--- config.mk ---
export PLATFORM = sky130hd
export DESIGN_NAME = ctrl_unit_pipe_flat
export DESIGN_NICKNAME = d
export VERILOG_FILES = /design/src/rtl/ctrl_unit_pipe_if.sv /design/src/rtl/ctrl_unit_pipe.sv /design/src/flat_wrapper.sv
export SDC_FILE = /design/constraint.sdc
export NUM_CORES = 1
export LEC_CHECK = 0
export CORE_UTILIZATION = 56
export CTS_BUF_LIST = sky130_fd_sc_hd__clkbuf_16
export DETAILED_ROUTE_END_ITERATION = 10
export PLACE_DENSITY_LB_ADDON = 0.08
export SETUP_SLACK_MARGIN = 0.02
export SLEW_MARGIN = 20
export SYNTH_ARGS = -nofsm -noshare
export SYNTH_HDL_FRONTEND = slang
export SYNTH_SLANG_ARGS = --single-unit
--- constraint.sdc ---
create_clock -name clk -period 2.8 [get_ports clk]
set_input_delay 0.56 -clock clk [delete_from_list [all_inputs] [get_ports clk]]
set_output_delay 0.56 -clock clk [all_outputs]
set_load 0.01 [all_outputs]
--- src/rtl/ctrl_unit_pipe_if.sv ---
// ctrl_unit_pipe_if: instruction-field input handshake, flush, and the registered
// control-bundle output handshake of the decode stage.
// The master side drives the instruction fields; the slave side is the decoder.
interface ctrl_unit_pipe_if;
  logic       in_valid;
  logic       in_ready;
  logic [6:0] Opcode;
  logic [2:0] Funct3;
  logic [6:0] Funct7;
  logic       flush;
  logic       out_valid;
  logic       out_ready;
  logic [4:0] ALUCtrl;
  logic       Branch;
  logic       MemtoReg;
  logic       MemWrite;
  logic       ALUSrc;
  logic       ALUPCSrc;
  logic       RegWrite;
  logic       PCJal;
  logic       Illegal;
  logic       mdu_start;
  logic       mdu_busy;

  modport master (
    output in_valid, Opcode, Funct3, Funct7, flush, out_ready,
    input  in_ready, out_valid, ALUCtrl, Branch, MemtoReg, MemWrite, ALUSrc, ALUPCSrc,
           RegWrite, PCJal, Illegal, mdu_start, mdu_busy
  );

  modport slave (
    input  in_valid, Opcode, Funct3, Funct7, flush, out_ready,
    output in_ready, out_valid, ALUCtrl, Branch, MemtoReg, MemWrite, ALUSrc, ALUPCSrc,
           RegWrite, PCJal, Illegal, mdu_start, mdu_busy
  );
endinterface

--- src/rtl/ctrl_unit_pipe.sv ---
// ctrl_unit_pipe: registered RV32IM decode stage with valid/ready on both sides.
// M-extension ops park the latched bundle in StMduWait for MUL_LAT / DIV_LAT cycles
// before presenting it downstream. Defining CTRL_PERF_CNT_EN adds the stall_cycles
// output, a saturating count of MDU-busy and backpressured cycles.
module ctrl_unit_pipe #(
  parameter int unsigned BITS    = 32,
  parameter int unsigned MUL_LAT = 1,
  parameter int unsigned DIV_LAT = 32
) (
  input  logic                   clk,
  input  logic                   rst,
  ctrl_unit_pipe_if.slave        bus
`ifdef CTRL_PERF_CNT_EN
  ,
  output logic [31:0]            stall_cycles
`endif
);

  // Elaboration-time sanity check on the configuration.
  if (BITS < 1 || MUL_LAT < 1 || DIV_LAT < 1) begin : g_param_check
    $error("ctrl_unit_pipe: BITS, MUL_LAT and DIV_LAT must all be at least 1");
  end

  localparam int unsigned MaxLat = (MUL_LAT > DIV_LAT) ? MUL_LAT : DIV_LAT;
  localparam int unsigned CntW   = $clog2(MaxLat + 1);
  localparam logic [CntW-1:0] MulLoad = CntW'(MUL_LAT - 1);
  localparam logic [CntW-1:0] DivLoad = CntW'(DIV_LAT - 1);

  // ALU control encodings (team ALU table).
  localparam logic [4:0] ALUCTRL_NOP    = 5'd0;
  localparam logic [4:0] ALUCTRL_ADD    = 5'd1;
  localparam logic [4:0] ALUCTRL_SUB    = 5'd2;
  localparam logic [4:0] ALUCTRL_SLL    = 5'd3;
  localparam logic [4:0] ALUCTRL_SLT    = 5'd4;
  localparam logic [4:0] ALUCTRL_SLTU   = 5'd5;
  localparam logic [4:0] ALUCTRL_XOR    = 5'd6;
  localparam logic [4:0] ALUCTRL_SRL    = 5'd7;
  localparam logic [4:0] ALUCTRL_SRA    = 5'd8;
  localparam logic [4:0] ALUCTRL_OR     = 5'd9;
  localparam logic [4:0] ALUCTRL_AND    = 5'd10;
  localparam logic [4:0] ALUCTRL_MUL    = 5'd11;
  localparam logic [4:0] ALUCTRL_MULH   = 5'd12;
  localparam logic [4:0] ALUCTRL_MULHSU = 5'd13;
  localparam logic [4:0] ALUCTRL_MULHU  = 5'd14;
  localparam logic [4:0] ALUCTRL_DIV    = 5'd15;
  localparam logic [4:0] ALUCTRL_DIVU   = 5'd16;
  localparam logic [4:0] ALUCTRL_REM    = 5'd17;
  localparam logic [4:0] ALUCTRL_REMU   = 5'd18;
  localparam logic [4:0] ALUCTRL_BEQ    = 5'd19;
  localparam logic [4:0] ALUCTRL_BNE    = 5'd20;
  localparam logic [4:0] ALUCTRL_BLT    = 5'd21;
  localparam logic [4:0] ALUCTRL_BGE    = 5'd22;
  localparam logic [4:0] ALUCTRL_BLTU   = 5'd23;
  localparam logic [4:0] ALUCTRL_BGEU   = 5'd24;

  localparam logic [6:0] OpReg    = 7'b0110011;
  localparam logic [6:0] OpImm    = 7'b0010011;
  localparam logic [6:0] OpLoad   = 7'b0000011;
  localparam logic [6:0] OpStore  = 7'b0100011;
  localparam logic [6:0] OpBranch = 7'b1100011;
  localparam logic [6:0] OpAuipc  = 7'b0010111;
  localparam logic [6:0] OpJal    = 7'b1101111;
  localparam logic [6:0] OpJalr   = 7'b1100111;

  localparam logic [6:0] F7Base = 7'b0000000;
  localparam logic [6:0] F7Alt  = 7'b0100000;
  localparam logic [6:0] F7Mul  = 7'b0000001;

  typedef struct packed {
    logic [4:0] alu;
    logic       branch;
    logic       mem_to_reg;
    logic       mem_write;
    logic       alu_src;
    logic       alu_pc_src;
    logic       reg_write;
    logic       pc_jal;
    logic       illegal;
  } bundle_t;

  typedef enum logic [1:0] {StIdle, StHold, StMduWait} state_e;

  // Base integer op shared by R-type and I-calc; alt selects SUB/SRA.
  function automatic logic [4:0] base_op(input logic [2:0] f3, input logic alt);
    logic [4:0] op;
    case (f3)
      3'b000:  op = alt ? ALUCTRL_SUB : ALUCTRL_ADD;
      3'b001:  op = ALUCTRL_SLL;
      3'b010:  op = ALUCTRL_SLT;
      3'b011:  op = ALUCTRL_SLTU;
      3'b100:  op = ALUCTRL_XOR;
      3'b101:  op = alt ? ALUCTRL_SRA : ALUCTRL_SRL;
      3'b110:  op = ALUCTRL_OR;
      default: op = ALUCTRL_AND;
    endcase
    return op;
  endfunction

  bundle_t          dec;
  logic             dec_m;
  logic             dec_div;
  logic             dec_bad;
  bundle_t          bundle_q, bundle_d;
  state_e           state_q, state_d;
  logic [CntW-1:0]  cnt_q, cnt_d;
  logic             out_valid_q, out_valid_d;
  logic             start_q, start_d;
  logic             busy_q, busy_d;
  logic             in_ready;
  logic             accept;

  // Decode the presented instruction fields into a control bundle.
  always_comb begin
    dec     = '0;
    dec.alu = ALUCTRL_NOP;
    dec_m   = 1'b0;
    dec_div = 1'b0;
    dec_bad = 1'b0;
    case (bus.Opcode)
      OpReg: begin
        dec.reg_write = 1'b1;
        if (bus.Funct7 == F7Mul) begin
          dec_m   = 1'b1;
          dec_div = bus.Funct3[2];
          case (bus.Funct3)
            3'b000:  dec.alu = ALUCTRL_MUL;
            3'b001:  dec.alu = ALUCTRL_MULH;
            3'b010:  dec.alu = ALUCTRL_MULHSU;
            3'b011:  dec.alu = ALUCTRL_MULHU;
            3'b100:  dec.alu = ALUCTRL_DIV;
            3'b101:  dec.alu = ALUCTRL_DIVU;
            3'b110:  dec.alu = ALUCTRL_REM;
            default: dec.alu = ALUCTRL_REMU;
          endcase
        end else if (bus.Funct7 == F7Base) begin
          dec.alu = base_op(bus.Funct3, 1'b0);
        end else if (bus.Funct7 == F7Alt && (bus.Funct3 == 3'b000 || bus.Funct3 == 3'b101)) begin
          dec.alu = base_op(bus.Funct3, 1'b1);
        end else begin
          dec_bad = 1'b1;
        end
      end
      OpImm: begin
        // Funct7 is immediate data except for the shift-by-immediate forms.
        if ((bus.Funct3 == 3'b001 && bus.Funct7 != F7Base) ||
            (bus.Funct3 == 3'b101 && bus.Funct7 != F7Base && bus.Funct7 != F7Alt)) begin
          dec_bad = 1'b1;
        end
        dec.alu       = base_op(bus.Funct3, bus.Funct3 == 3'b101 && bus.Funct7 == F7Alt);
        dec.alu_src   = 1'b1;
        dec.reg_write = 1'b1;
      end
      OpLoad: begin
        dec.alu        = ALUCTRL_ADD;
        dec.alu_src    = 1'b1;
        dec.mem_to_reg = 1'b1;
        dec.reg_write  = 1'b1;
      end
      OpStore: begin
        dec.alu       = ALUCTRL_ADD;
        dec.alu_src   = 1'b1;
        dec.mem_write = 1'b1;
      end
      OpBranch: begin
        dec.branch = 1'b1;
        case (bus.Funct3)
          3'b000:  dec.alu = ALUCTRL_BEQ;
          3'b001:  dec.alu = ALUCTRL_BNE;
          3'b100:  dec.alu = ALUCTRL_BLT;
          3'b101:  dec.alu = ALUCTRL_BGE;
          3'b110:  dec.alu = ALUCTRL_BLTU;
          3'b111:  dec.alu = ALUCTRL_BGEU;
          default: dec_bad = 1'b1;
        endcase
      end
      OpAuipc: begin
        dec.alu        = ALUCTRL_ADD;
        dec.alu_src    = 1'b1;
        dec.alu_pc_src = 1'b1;
        dec.reg_write  = 1'b1;
      end
      OpJal: begin
        dec.alu        = ALUCTRL_ADD;
        dec.branch     = 1'b1;
        dec.pc_jal     = 1'b1;
        dec.alu_src    = 1'b1;
        dec.alu_pc_src = 1'b1;
        dec.reg_write  = 1'b1;
      end
      OpJalr: begin
        dec.alu       = ALUCTRL_ADD;
        dec.branch    = 1'b1;
        dec.pc_jal    = 1'b1;
        dec.alu_src   = 1'b1;
        dec.reg_write = 1'b1;
      end
      default: dec_bad = 1'b1;
    endcase
    // Illegal instructions still flow downstream, but with every side effect masked.
    if (dec_bad) begin
      dec         = '0;
      dec.alu     = ALUCTRL_NOP;
      dec.illegal = 1'b1;
      dec_m       = 1'b0;
      dec_div     = 1'b0;
    end
  end

  // Upstream ready: open when the output slot is empty or draining, never during flush.
  always_comb begin
    in_ready = 1'b0;
    unique case (state_q)
      StIdle:  in_ready = !bus.flush;
      StHold:  in_ready = bus.out_ready && !bus.flush;
      default: in_ready = 1'b0;
    endcase
  end

  assign accept = bus.in_valid && in_ready;

  // Next-state and registered-output logic; flush overrides everything.
  always_comb begin
    state_d     = state_q;
    cnt_d       = cnt_q;
    out_valid_d = out_valid_q;
    start_d     = 1'b0;
    busy_d      = busy_q;
    bundle_d    = bundle_q;
    if (bus.flush) begin
      state_d     = StIdle;
      cnt_d       = '0;
      out_valid_d = 1'b0;
      busy_d      = 1'b0;
    end else if (accept) begin
      bundle_d = dec;
      if (dec_m) begin
        state_d     = StMduWait;
        cnt_d       = dec_div ? DivLoad : MulLoad;
        start_d     = 1'b1;
        busy_d      = 1'b1;
        out_valid_d = 1'b0;
      end else begin
        state_d     = StHold;
        out_valid_d = 1'b1;
        busy_d      = 1'b0;
      end
    end else begin
      unique case (state_q)
        StIdle: begin
          out_valid_d = 1'b0;
        end
        StHold: begin
          if (bus.out_ready) begin
            state_d     = StIdle;
            out_valid_d = 1'b0;
          end
        end
        StMduWait: begin
          if (cnt_q == '0) begin
            state_d     = StHold;
            out_valid_d = 1'b1;
            busy_d      = 1'b0;
          end else begin
            cnt_d = cnt_q - 1'b1;
          end
        end
        default: begin
          state_d     = StIdle;
          out_valid_d = 1'b0;
          busy_d      = 1'b0;
        end
      endcase
    end
  end

  // FSM state, wait counter and the registered control bundle.
  always_ff @(posedge clk or posedge rst) begin
    if (rst) begin
      state_q        <= StIdle;
      cnt_q          <= '0;
      out_valid_q    <= 1'b0;
      start_q        <= 1'b0;
      busy_q         <= 1'b0;
      bundle_q       <= '0;
      bundle_q.alu   <= ALUCTRL_NOP;
    end else begin
      state_q     <= state_d;
      cnt_q       <= cnt_d;
      out_valid_q <= out_valid_d;
      start_q     <= start_d;
      busy_q      <= busy_d;
      bundle_q    <= bundle_d;
    end
  end

  assign bus.in_ready  = in_ready;
  assign bus.out_valid = out_valid_q;
  assign bus.mdu_start = start_q;
  assign bus.mdu_busy  = busy_q;
  assign bus.ALUCtrl   = bundle_q.alu;
  assign bus.Branch    = bundle_q.branch;
  assign bus.MemtoReg  = bundle_q.mem_to_reg;
  assign bus.MemWrite  = bundle_q.mem_write;
  assign bus.ALUSrc    = bundle_q.alu_src;
  assign bus.ALUPCSrc  = bundle_q.alu_pc_src;
  assign bus.RegWrite  = bundle_q.reg_write;
  assign bus.PCJal     = bundle_q.pc_jal;
  assign bus.Illegal   = bundle_q.illegal;

`ifdef CTRL_PERF_CNT_EN
  logic [31:0] stall_q, stall_d;

  // Saturating count of MDU-busy or backpressured cycles; only rst clears it.
  always_comb begin
    stall_d = stall_q;
    if ((busy_q || (out_valid_q && !bus.out_ready)) && stall_q != 32'hFFFF_FFFF) begin
      stall_d = stall_q + 32'd1;
    end
  end

  // Stall counter register.
  always_ff @(posedge clk or posedge rst) begin
    if (rst) begin
      stall_q <= '0;
    end else begin
      stall_q <= stall_d;
    end
  end

  assign stall_cycles = stall_q;
`endif

endmodule

--- src/flat_wrapper.sv ---
// flat-port wrapper written by rule: the top's interface ports become plain ports
module ctrl_unit_pipe_flat 
#(
  parameter int unsigned BITS    = 32,
  parameter int unsigned MUL_LAT = 1,
  parameter int unsigned DIV_LAT = 32
)
  (clk, rst, bus_in_valid, bus_Opcode, bus_Funct3, bus_Funct7, bus_flush, bus_out_ready, bus_in_ready, bus_out_valid, bus_ALUCtrl, bus_Branch, bus_MemtoReg, bus_MemWrite, bus_ALUSrc, bus_ALUPCSrc, bus_RegWrite, bus_PCJal, bus_Illegal, bus_mdu_start, bus_mdu_busy);
  ctrl_unit_pipe_if bus_i ();
  input  logic clk;
  input  logic rst;
  input wire logic [$bits(bus_i.in_valid)-1:0] bus_in_valid;
  input wire logic [$bits(bus_i.Opcode)-1:0] bus_Opcode;
  input wire logic [$bits(bus_i.Funct3)-1:0] bus_Funct3;
  input wire logic [$bits(bus_i.Funct7)-1:0] bus_Funct7;
  input wire logic [$bits(bus_i.flush)-1:0] bus_flush;
  input wire logic [$bits(bus_i.out_ready)-1:0] bus_out_ready;
  output wire logic [$bits(bus_i.in_ready)-1:0] bus_in_ready;
  output wire logic [$bits(bus_i.out_valid)-1:0] bus_out_valid;
  output wire logic [$bits(bus_i.ALUCtrl)-1:0] bus_ALUCtrl;
  output wire logic [$bits(bus_i.Branch)-1:0] bus_Branch;
  output wire logic [$bits(bus_i.MemtoReg)-1:0] bus_MemtoReg;
  output wire logic [$bits(bus_i.MemWrite)-1:0] bus_MemWrite;
  output wire logic [$bits(bus_i.ALUSrc)-1:0] bus_ALUSrc;
  output wire logic [$bits(bus_i.ALUPCSrc)-1:0] bus_ALUPCSrc;
  output wire logic [$bits(bus_i.RegWrite)-1:0] bus_RegWrite;
  output wire logic [$bits(bus_i.PCJal)-1:0] bus_PCJal;
  output wire logic [$bits(bus_i.Illegal)-1:0] bus_Illegal;
  output wire logic [$bits(bus_i.mdu_start)-1:0] bus_mdu_start;
  output wire logic [$bits(bus_i.mdu_busy)-1:0] bus_mdu_busy;
  assign bus_i.in_valid = bus_in_valid;
  assign bus_i.Opcode = bus_Opcode;
  assign bus_i.Funct3 = bus_Funct3;
  assign bus_i.Funct7 = bus_Funct7;
  assign bus_i.flush = bus_flush;
  assign bus_i.out_ready = bus_out_ready;
  assign bus_in_ready = bus_i.in_ready;
  assign bus_out_valid = bus_i.out_valid;
  assign bus_ALUCtrl = bus_i.ALUCtrl;
  assign bus_Branch = bus_i.Branch;
  assign bus_MemtoReg = bus_i.MemtoReg;
  assign bus_MemWrite = bus_i.MemWrite;
  assign bus_ALUSrc = bus_i.ALUSrc;
  assign bus_ALUPCSrc = bus_i.ALUPCSrc;
  assign bus_RegWrite = bus_i.RegWrite;
  assign bus_PCJal = bus_i.PCJal;
  assign bus_Illegal = bus_i.Illegal;
  assign bus_mdu_start = bus_i.mdu_start;
  assign bus_mdu_busy = bus_i.mdu_busy;
  ctrl_unit_pipe #(.BITS(BITS), .MUL_LAT(MUL_LAT), .DIV_LAT(DIV_LAT)) u_core (.clk(clk), .rst(rst), .bus(bus_i));
endmodule
==> impl_metrics.ini <==
[outcome]
status = completed

[worst_hold_path]
hp-class = register to register
hold_depth = 1
worstHoldStart = u_core.cnt_q[4]$_DFFE_PP0P_
min_to = u_core.cnt_q[4]$_DFFE_PP0P_

[pwr]
intPower_uw = 720
p_clk_frac = 0.433
power.density_mw_per_mm2 = 381
combPwrFrac = 0.193
pwr-share-seq = 0.374
p_sw_uw = 237
switching_share = 0.248
worst_ir_drop_vdd_mv = 0.464
p_leak_nw = 1.04

[routing]
post_drt_wl_per_cell_um = 17.4
via_per_inst = 6.37
drc_errors = 0
wirelength_um = 5230
ant_nets = 0
dr_total_vias = 1916
dr.pass1.iters = 4
first_iter_violations = 161

[floorplan]
die_w_um = 60.8
rows = 20
die_area_mm2 = 0.00370
start_util = 0.610
top_level_ports = 39
die_y_um = 60.8
fp.coreArea_mm2 = 0.00318

[yosys]
synth_edf_count = 0
synth-main-ff-cell = dfrtp_1
synthAdderAreaFrac = 0.0620
avgSynthCellArea_um2 = 9.10
synth_compound_area_frac = 0.296
synth_top_family_by_area = compound AO/OA/AOI/OAI gates
synth_area_leaders = dfrtp_1, ha_1, nor2_1
netlist_instances = 213
syn-cell-area_mm2 = 0.00194
synth_top_cell_by_area = dfrtp_1
synth_top_area_frac = 0.310
yosys.area_share.xor_xnor = 0.00452
yosys_register_bits = 24
synthSimpleGateAreaFrac = 0.261
ys_seq_area_frac = 0.310
syn_nets = 243
async_flop_share = 1.00
synthMuxAreaShare = 0.00516
yosysWarningCount = 0
yosysUniqueCellTypes = 61

[clock_network]
cts-root-buf = clkbuf_16
cts_setup_buffers = 0
cts.clk_slew.worst_paths_ps = 60
cts_hold_buffers = 0
cts.sinks = 24
cts_resized = 0
clk_latency_ps = 260
numCtsBuffers = 3
clockBufferDepth = 2
cts_tree = done
h-tree-depth = 1

[grt]
met3_usage = 0.0640
grt_pass1_vias = 1742
grt.busiest_layer = met2
grt_max_degree = 25
antenna_found_initial = 0
grt_use_met1 = 0.395
overflow = 0
track_usage = 0.300
grt_use_met2 = 0.491
grt_pass1_wl_um = 8180

[timing]
rsz0062_at_grt = no
worstMarginPinSlew_ps = 914
relSlewSlack = 0.390
setup_viol_count_final = 0
fin_crit_sh = 0.885
fin_worst_skew_ps = 2.68
drv_slew = 0
hold_ws_ps = 491
max_freq_ghz = 0.404
hold_viol = 0
tns_ps = 0
min_period_ps = 2480

[critical_path]
crit_type = input port to register
crit_required_ps = 2950
cp_max_fo = 13
r2r-start = u_core.cnt_q[0]$_DFFE_PP0P_
rr_endpoint = u_core.cnt_q[4]$_DFFE_PP0P_
ff2ff_setup_slack_ps = 870
arrival_ps = 2630
cp-end-kind = register
worstRegToRegCells = 6
worstSetupStartpointType = input port

[cells_and_area]
final_core_util = 0.791
layout_common_cells = clkdlybuf4s50_1, dfrtp_1, nor2_1
final_common_cell = clkdlybuf4s50_1
nNetsFinal = 288
diodes = 0
area_growth_pct = 29.8
drive_gt1_frac = 0.121
fill_cells = 229

[flow_run]
max-cap-violations = 0

[placed_design]
io_buffers = 38
place_hpwl_um = 4020
gp_congestion = 0.946
sequential cells by signal (all words and copies together) (netlist names):
register,count
u_core.bus.ALUCtrl,5
u_core.bus.ALUPCSrc,1
u_core.bus.ALUSrc,1
u_core.bus.Branch,1
u_core.bus.Illegal,1
u_core.bus.MemWrite,1
u_core.bus.MemtoReg,1
u_core.bus.PCJal,1
u_core.bus.RegWrite,1
u_core.bus.mdu_busy,1
u_core.bus.mdu_start,1
u_core.bus.out_valid,1
u_core.cnt_q,6
u_core.state_q,2
logic make-up (layout without fill, tap and decap cells):
group,after synthesis,in the layout
and+or+nand+nor,83,83
AOI/OAI and AO/OA,68,68
buffers and inverters,26,70
DFF,24,24
adders and majority gates,10,10
xor gates and xnor gates,1,1
muxes,1,1
metal layers:
layer  share of wire  routed length, µm  up-vias
met1            0.42               2210      912
met2            0.49               2580       90
met4           0.017                 88        0
met3           0.068                354       10
met5               0                  0        -
li1                -                  -      904
worst max-delay path by stage:
stage                                        end  slack (ps)  depth (start not counted)          start
5_1_grt          u_core.bus.MemtoReg$_DFFE_PP0P_         250                          7  bus_Funct3[0]
6_report         u_core.bus.MemWrite$_DFFE_PP0P_         320                          7  bus_Funct3[0]
2_1_floorplan  u_core.bus.ALUCtrl[0]$_DFFE_PP0P_         770                          7  bus_Opcode[5]
4_1_cts                             bus_in_ready         350                          4      bus_flush
3_5_place_dp     u_core.bus.MemWrite$_DFFE_PP0P_          90                          7  bus_Funct3[0]
3_3_place_gp     u_core.bus.MemWrite$_DFFE_PP0P_         140                          7  bus_Funct3[0]
cells in the mapped netlist (6+ instances only):
library cell  instances
inv_1                13
a32o_1                6
nand2b_1              6
o21ai_0               9
nor2_1               17
nor3_1               10
a21oi_1               7
a22o_1                6
nand3_1              10
nand2_1               9
dfrtp_1              24
ha_1                  8
worst max-delay path, stage by stage:
cell and delay (ps):
clkdlybuf4s50_1 520, nor2b_1 420, o21ai_1 170, a2111oi_4 370, a2111oi_4 120, buf_4 200, a32o_1 260
layout make-up:
type	instances	area, µm²	area share
clock inverter	1	30.0	0.0119
inverter	15	56.3	0.0224
multi-input combinational	163	1220	0.485
tap	44	55.1	0.0219
clock buffer	3	75.1	0.0299
timing repair buffer	51	478	0.190
sequential	24	601	0.239
power by group through the flow:
stage | Sequential, mW | Clock [mW] | Combinational, mW
floorplan | 0.364 | 0 | 0.0976
global placement | 0.364 | 0 | 0.174
detailed placement | 0.364 | 0 | 0.183
CTS | 0.358 | 0.416 | 0.184
global route | 0.359 | 0.424 | 0.200
finish | 0.358 | 0.415 | 0.185
stage by stage:
stage               power [mW]  cells  cell area (µm²)  setup WS [ps]
finish                   0.957    301             2510            323
global route             0.983    301             2510            254
CTS                      0.957    301             2510            353
detailed placement       0.547    297             2410           92.0
global placement         0.538    297             2410            143
floorplan                0.462    213             1940            765
Note: power is estimated with default switching activity, not from simulation.
==> patch 1 (same settings) <==
`DIV_LAT` is set to 32 in 2 places; all go to 64.
--- a/src/rtl/ctrl_unit_pipe.sv
+++ b/src/rtl/ctrl_unit_pipe.sv
@@ -6,5 +6,5 @@
   parameter int unsigned BITS    = 32,
   parameter int unsigned MUL_LAT = 1,
-  parameter int unsigned DIV_LAT = 32
+  parameter int unsigned DIV_LAT = 64
 ) (
   input  logic                   clk,
--- a/src/flat_wrapper.sv
+++ b/src/flat_wrapper.sv
@@ -4,5 +4,5 @@
   parameter int unsigned BITS    = 32,
   parameter int unsigned MUL_LAT = 1,
-  parameter int unsigned DIV_LAT = 32
+  parameter int unsigned DIV_LAT = 64
 )
   (clk, rst, bus_in_valid, bus_Opcode, bus_Funct3, bus_Funct7, bus_flush, bus_out_ready, bus_in_ready, bus_out_valid, bus_ALUCtrl, bus_Branch, bus_MemtoReg, bus_MemWrite, bus_ALUSrc, bus_ALUPCSrc, bus_RegWrite, bus_PCJal, bus_Illegal, bus_mdu_start, bus_mdu_busy);
Behaviour: no difference found for any inputs over 10 cycles, from zero or initial values and one cycle with rst high; that may be too few to reach the edited logic, so the function may still have changed.
==> patch 1 against the original RTL <==
Routed wire length rose by 6.8%. Setup slack got worse by 0.11 ns. Final area grew 7.4%. Final cell count is 18% higher. Total power grew 4.3%. Sequential share of layout area fell by 0.72 points. Area after synthesis increased by 3.6%. Sequential cell count grew 1. Maximum frequency shrank 4.4%. Register-to-register slack got worse by 0.26 ns. Clock skew is 0.0018 ns higher. Synthesized cell count up 15%.
==> patch 1: results (changes against the original RTL) <==
Power and ir drop:
- The static leakage was 1.160 nW (+11%).
- The part of the total power dissipated in sequential elements was 41.2% (+3.8 points).
- The clock group share of total power came to 31.0% (-12 points).

Global routing:
- The wire length of the first global-routing pass is 8921 µm (+9.1%).
- The via count of the first global-routing pass is 1,943 (+12%).
- The routing usage on met2 is 58.37% (+9.2 points).
- The met3 track demand over resource in global routing came to 3.520% (-2.9 points).
- The global routing met1 resource utilization is 40.00% (+0.53 points).

Min path:
- The worst hold path begins at u_core.bus.ALUCtrl[3].
- The number of cells traversed by the worst hold path is 2 (+1).
- The terminating pin of the worst hold path is u_core.bus.ALUCtrl[3].

Routing:
- The routed length on met2 is 2884 µm (+12%).
- The sum of routed wire segments on met1 came to 2409 µm (+9.1%).
- The starting DRC count in detailed routing is 167 (+3.7%).
- The routed wire length is 5591 µm (+6.8%).
- The routed length on met3 came to 261 µm (-26%).

Status:
- The run finished with clean final reports.

Logic synthesis:
- Sorting the synthesized cells by how often they occur yields 25 x dfrtp_1, 25 x nand2_1, 23 x nor2_1.
- Sorting the synthesized cells by area gives the leading types as dfrtp_1 31%, o21ai_0 5.5%, nand2_1 4.7%.
- The unique cell type count in the Yosys netlist is 57 (-6.6%).
- The net count of the mapped netlist is 274 (+13%).
- The adder-cell area share of the yosys netlist is 3.741% (-2.5 points).
- The xor-xnor portion of the synthesized cell area is 0% (-0.45 points).
- The compound-cell area share of the yosys netlist is 28.74% (-0.89 points).
- The post-synthesis mux area share is 1.995% (+1.5 points).
- The share of the yosys chip area belonging to registers is 31.17% (+0.18 points).

Placed design:
- The routability congestion estimate from global placement is 0.9067 (-4.1%).
- The half-perimeter wire length after detailed placement was 4439 µm (+11%).

Layout:
- The flip-flop count of the largest register, all copies and words added is 7 (+1).
- The total number of nets in the final design is 337 (+17%).

Timing:
- The final clock skew was 0.004500 ns (+0.001821 ns).
- The worst slew margin relative to its limit is 67.79% (+29 points).

Worst setup path:
- The required time reported for the critical path endpoint was 2.94 ns (about the same).
- The top cell family by delay on the critical path is simple AND/OR/NAND/NOR gates.
- The worst setup path endpoint is u_core.state_q[0].
- In this run the critical register-to-register path is launched from u_core.state_q[1].
- The register-to-register setup slack is 0.61 ns (-0.26 ns).
[patch 1: per-stage QoR]
stage               hold slack, ns  instances  power [mW]  util, %  setup slack, ns
floorplan                   0.4999        246      0.5815        -           0.2771
global placement            0.4604        350      0.6811    77.30          0.04452
detailed placement          0.4751        350      0.6904    77.30         -0.02334
CTS                         0.4914        354      0.9961    79.62           0.2351
global route                0.5110        354       1.047    79.70          0.06412
finish                      0.4886        354      0.9985    79.70           0.2085
[patch 1: what timing repair did]
action                     CTS  global route
resized for setup            0             1
hold buffers                 0             0
hold endpoints to repair     0             0
setup endpoints to repair    0             1
[patch 1: area by class of cell]
type,count,share of cell area [%]
multi-input combinational,195,46.32
timing repair buffer,74,24.09
sequential,25,23.16
clock buffer,3,2.779
tap,46,2.131
inverter,10,1.390
clock inverter,1,0.1390
==> patch 2 (same flow settings) <==
Made on the original files. The 3 states of `state_e` get a one-hot encoding in 3 bits.
--- a/src/rtl/ctrl_unit_pipe.sv
+++ b/src/rtl/ctrl_unit_pipe.sv
@@ -79,5 +79,5 @@
   } bundle_t;
 
-  typedef enum logic [1:0] {StIdle, StHold, StMduWait} state_e;
+  typedef enum logic [2:0] {StIdle = 3'b001, StHold = 3'b010, StMduWait = 3'b100} state_e;
 
   // Base integer op shared by R-type and I-calc; alt selects SUB/SRA.
Formal check against the unedited RTL: same outputs for any inputs over 10 cycles, from zero or initial values and one cycle with rst high; not proved beyond that.
==> patch 2 against the original RTL <==
Routed wire length fell by 15%. Critical path depth shrank 3. Final cell count grew 5.0%. Area after synthesis fell by 7.8%. Maximum frequency is 4.8% lower. Die area fell by 7.6%. Sequential power increased by 4%. Total power decreased by 12%. Final area is 4.2% lower. Sequential cell count rose by 1. Register-to-register slack worse by 0.23 ns. Sequential share of layout area grew 2.1 points. Setup slack got worse by 0.12 ns. Critical path type is now input pin to primary output. Highest routed layer unchanged.
==> patch 2: results (changes against the original RTL) <==
Worst setup path:
- Tracing the worst setup path back leads to its startpoint at bus_flush.
- The maximum fanout count along the critical path came to 7 (-6).
- The critical path arrival came to 2.04 ns (-0.59 ns).
- The worst reg2reg path endpoint is u_core.bus.Branch.
- In this run the critical register-to-register path is launched from u_core.state_q[0].
- The register-to-register setup slack came to 0.64 ns (-0.23 ns).
- The standard cell with the maximum stage delay on the critical path is clkdlybuf4s50_1.
- The kind of cell with the highest combined delay along the critical path is buffers and inverters.
- In this run the worst setup path terminates at bus_in_ready.
- The cell depth of the worst flop-to-flop path is 7 (+1).

Layout:
- The total of plain and repair buffers excluding clock buffers was 59 (+16%).
- The total number of sequential cells is 25 (+4.2%).
- The number of multi-input combinational cells is 173 (+6.1%).
- The multi-input gate share of total cell area is 44.31% (-4.2 points).
- The clock-cell share of area came to 3.325% (-0.85 points).
- The number of ordinary inverters in the final layout is 11 (-4).
- The final-layout fill cell count is 220 (-3.9%).
- The total number of nets in the final design is 297 (+3.1%).
- The flip-flop count of the largest register, all copies and words added is 6 (unchanged).
- The share of the core filled with cells is 79.55% (+0.41 points).
- The non-clock buffering overhead in the final layout is 22.34% (+3.3 points).
- The sequential share of cell area was 26.03% (+2.1 points).

Status:
- The run finished with clean final reports.

Timing:
- The final clock skew came to 0.001217 ns (-0.001463 ns).
- The worst slew margin relative to its limit is 60.31% (+21 points).
- The highest clock frequency the design can meet was 384.4 MHz (-4.8%).

Logic synthesis:
- The post-synthesis mux area share is 1.120% (+0.60 points).
- Yosys attributes the largest share of cell area to dfrtp_1 34%, nand2_1 6.5%, o21ai_1 3.4%.
- The adder-cell area share of the yosys netlist is 1.401% (-4.8 points).
- The compound-cell area share of the yosys netlist was 26.61% (-3.0 points).
- The unique cell type count in the Yosys netlist is 58 (-4.9%).

Power and ir drop:
- The net switching power of the design is 0.2057 mW (-13%).
- The worst-case vdd ir drop is 224.6 µV (-52%).
- The power attributed to sequential cells is 0.372 mW (+4%).
- The part of the power in combinational logic is 18.9% (-0.4 points).
- The static leakage is 1.032 nW (-1.0%).
- The part of the total power dissipated in sequential elements is 44.1% (+6.7 points).

Global routing:
- The maximum number of pins on one net before global-route repair is 26 (+4.0%).
- The via count of the first global-routing pass is 1,726 (-0.92%).
- The number of antenna violations at the first check in global routing is 0 (unchanged).
- The wire length of the first global-routing pass is 7521 µm (-8.0%).
- The routing usage on met2 is 46.96% (-2.2 points).
- The met3 track demand over resource in global routing is 2.857% (-3.5 points).
- The global routing met1 resource utilization is 36.85% (-2.6 points).
- The overall routing resource usage was 28.28% (-1.8 points).

Routing:
- The average vias per placed instance was 5.832 (-8.4%).
- The routed wire length is 4451 µm (-15%).
- The starting DRC count in detailed routing came to 125 (-22%).
- The count of vias placed by the detailed router is 1,843 (-3.8%).

Min path:
- The worst hold path begins at u_core.bus.PCJal.

Floorplanning:
- The area of the core was 0.003028 mm² (-4.7%).

Placed design:
- The placed cell count is 312 (+5.1%).
- The routability congestion estimate from global placement is 0.9086 (-3.9%).
- The worst-case setup slack after placement is 0.03681 ns (-0.05522 ns).
-- patch 2: cell types whose count changed after synthesis, moves of 5 or more --
cell | unedited run | this run
a22o_1 | 6 | 1
ha_1 | 8 | 2
o21ai_1 | 1 | 12
nor3_1 | 10 | 4
a32o_1 | 6 | 0
nand2_1 | 9 | 31
-- patch 2: layer usage --
metal	vias to the layer above	routed length, µm
met5	-	0
met4	0	112
met3	14	183
met2	65	2185
met1	854	1971
li1	910	-
-- patch 2: worst min path at each step --
stage	endpoint	slack (ns)	cells past startpoint
2_1_floorplan	u_core.cnt_q[1]	0.48	2
3_3_place_gp	u_core.bus.PCJal	0.46	2
3_5_place_dp	u_core.bus.PCJal	0.47	2
4_1_cts	u_core.bus.PCJal	0.49	2
5_1_grt	u_core.bus.MemWrite	0.52	2
6_report	u_core.bus.PCJal	0.48	2
-- patch 2: worst min-delay path, cell delays in order (launching register included) --
cell and delay, ns:
dfrtp_1 0.34, nand2_1 0.06, nand2_1 0.05
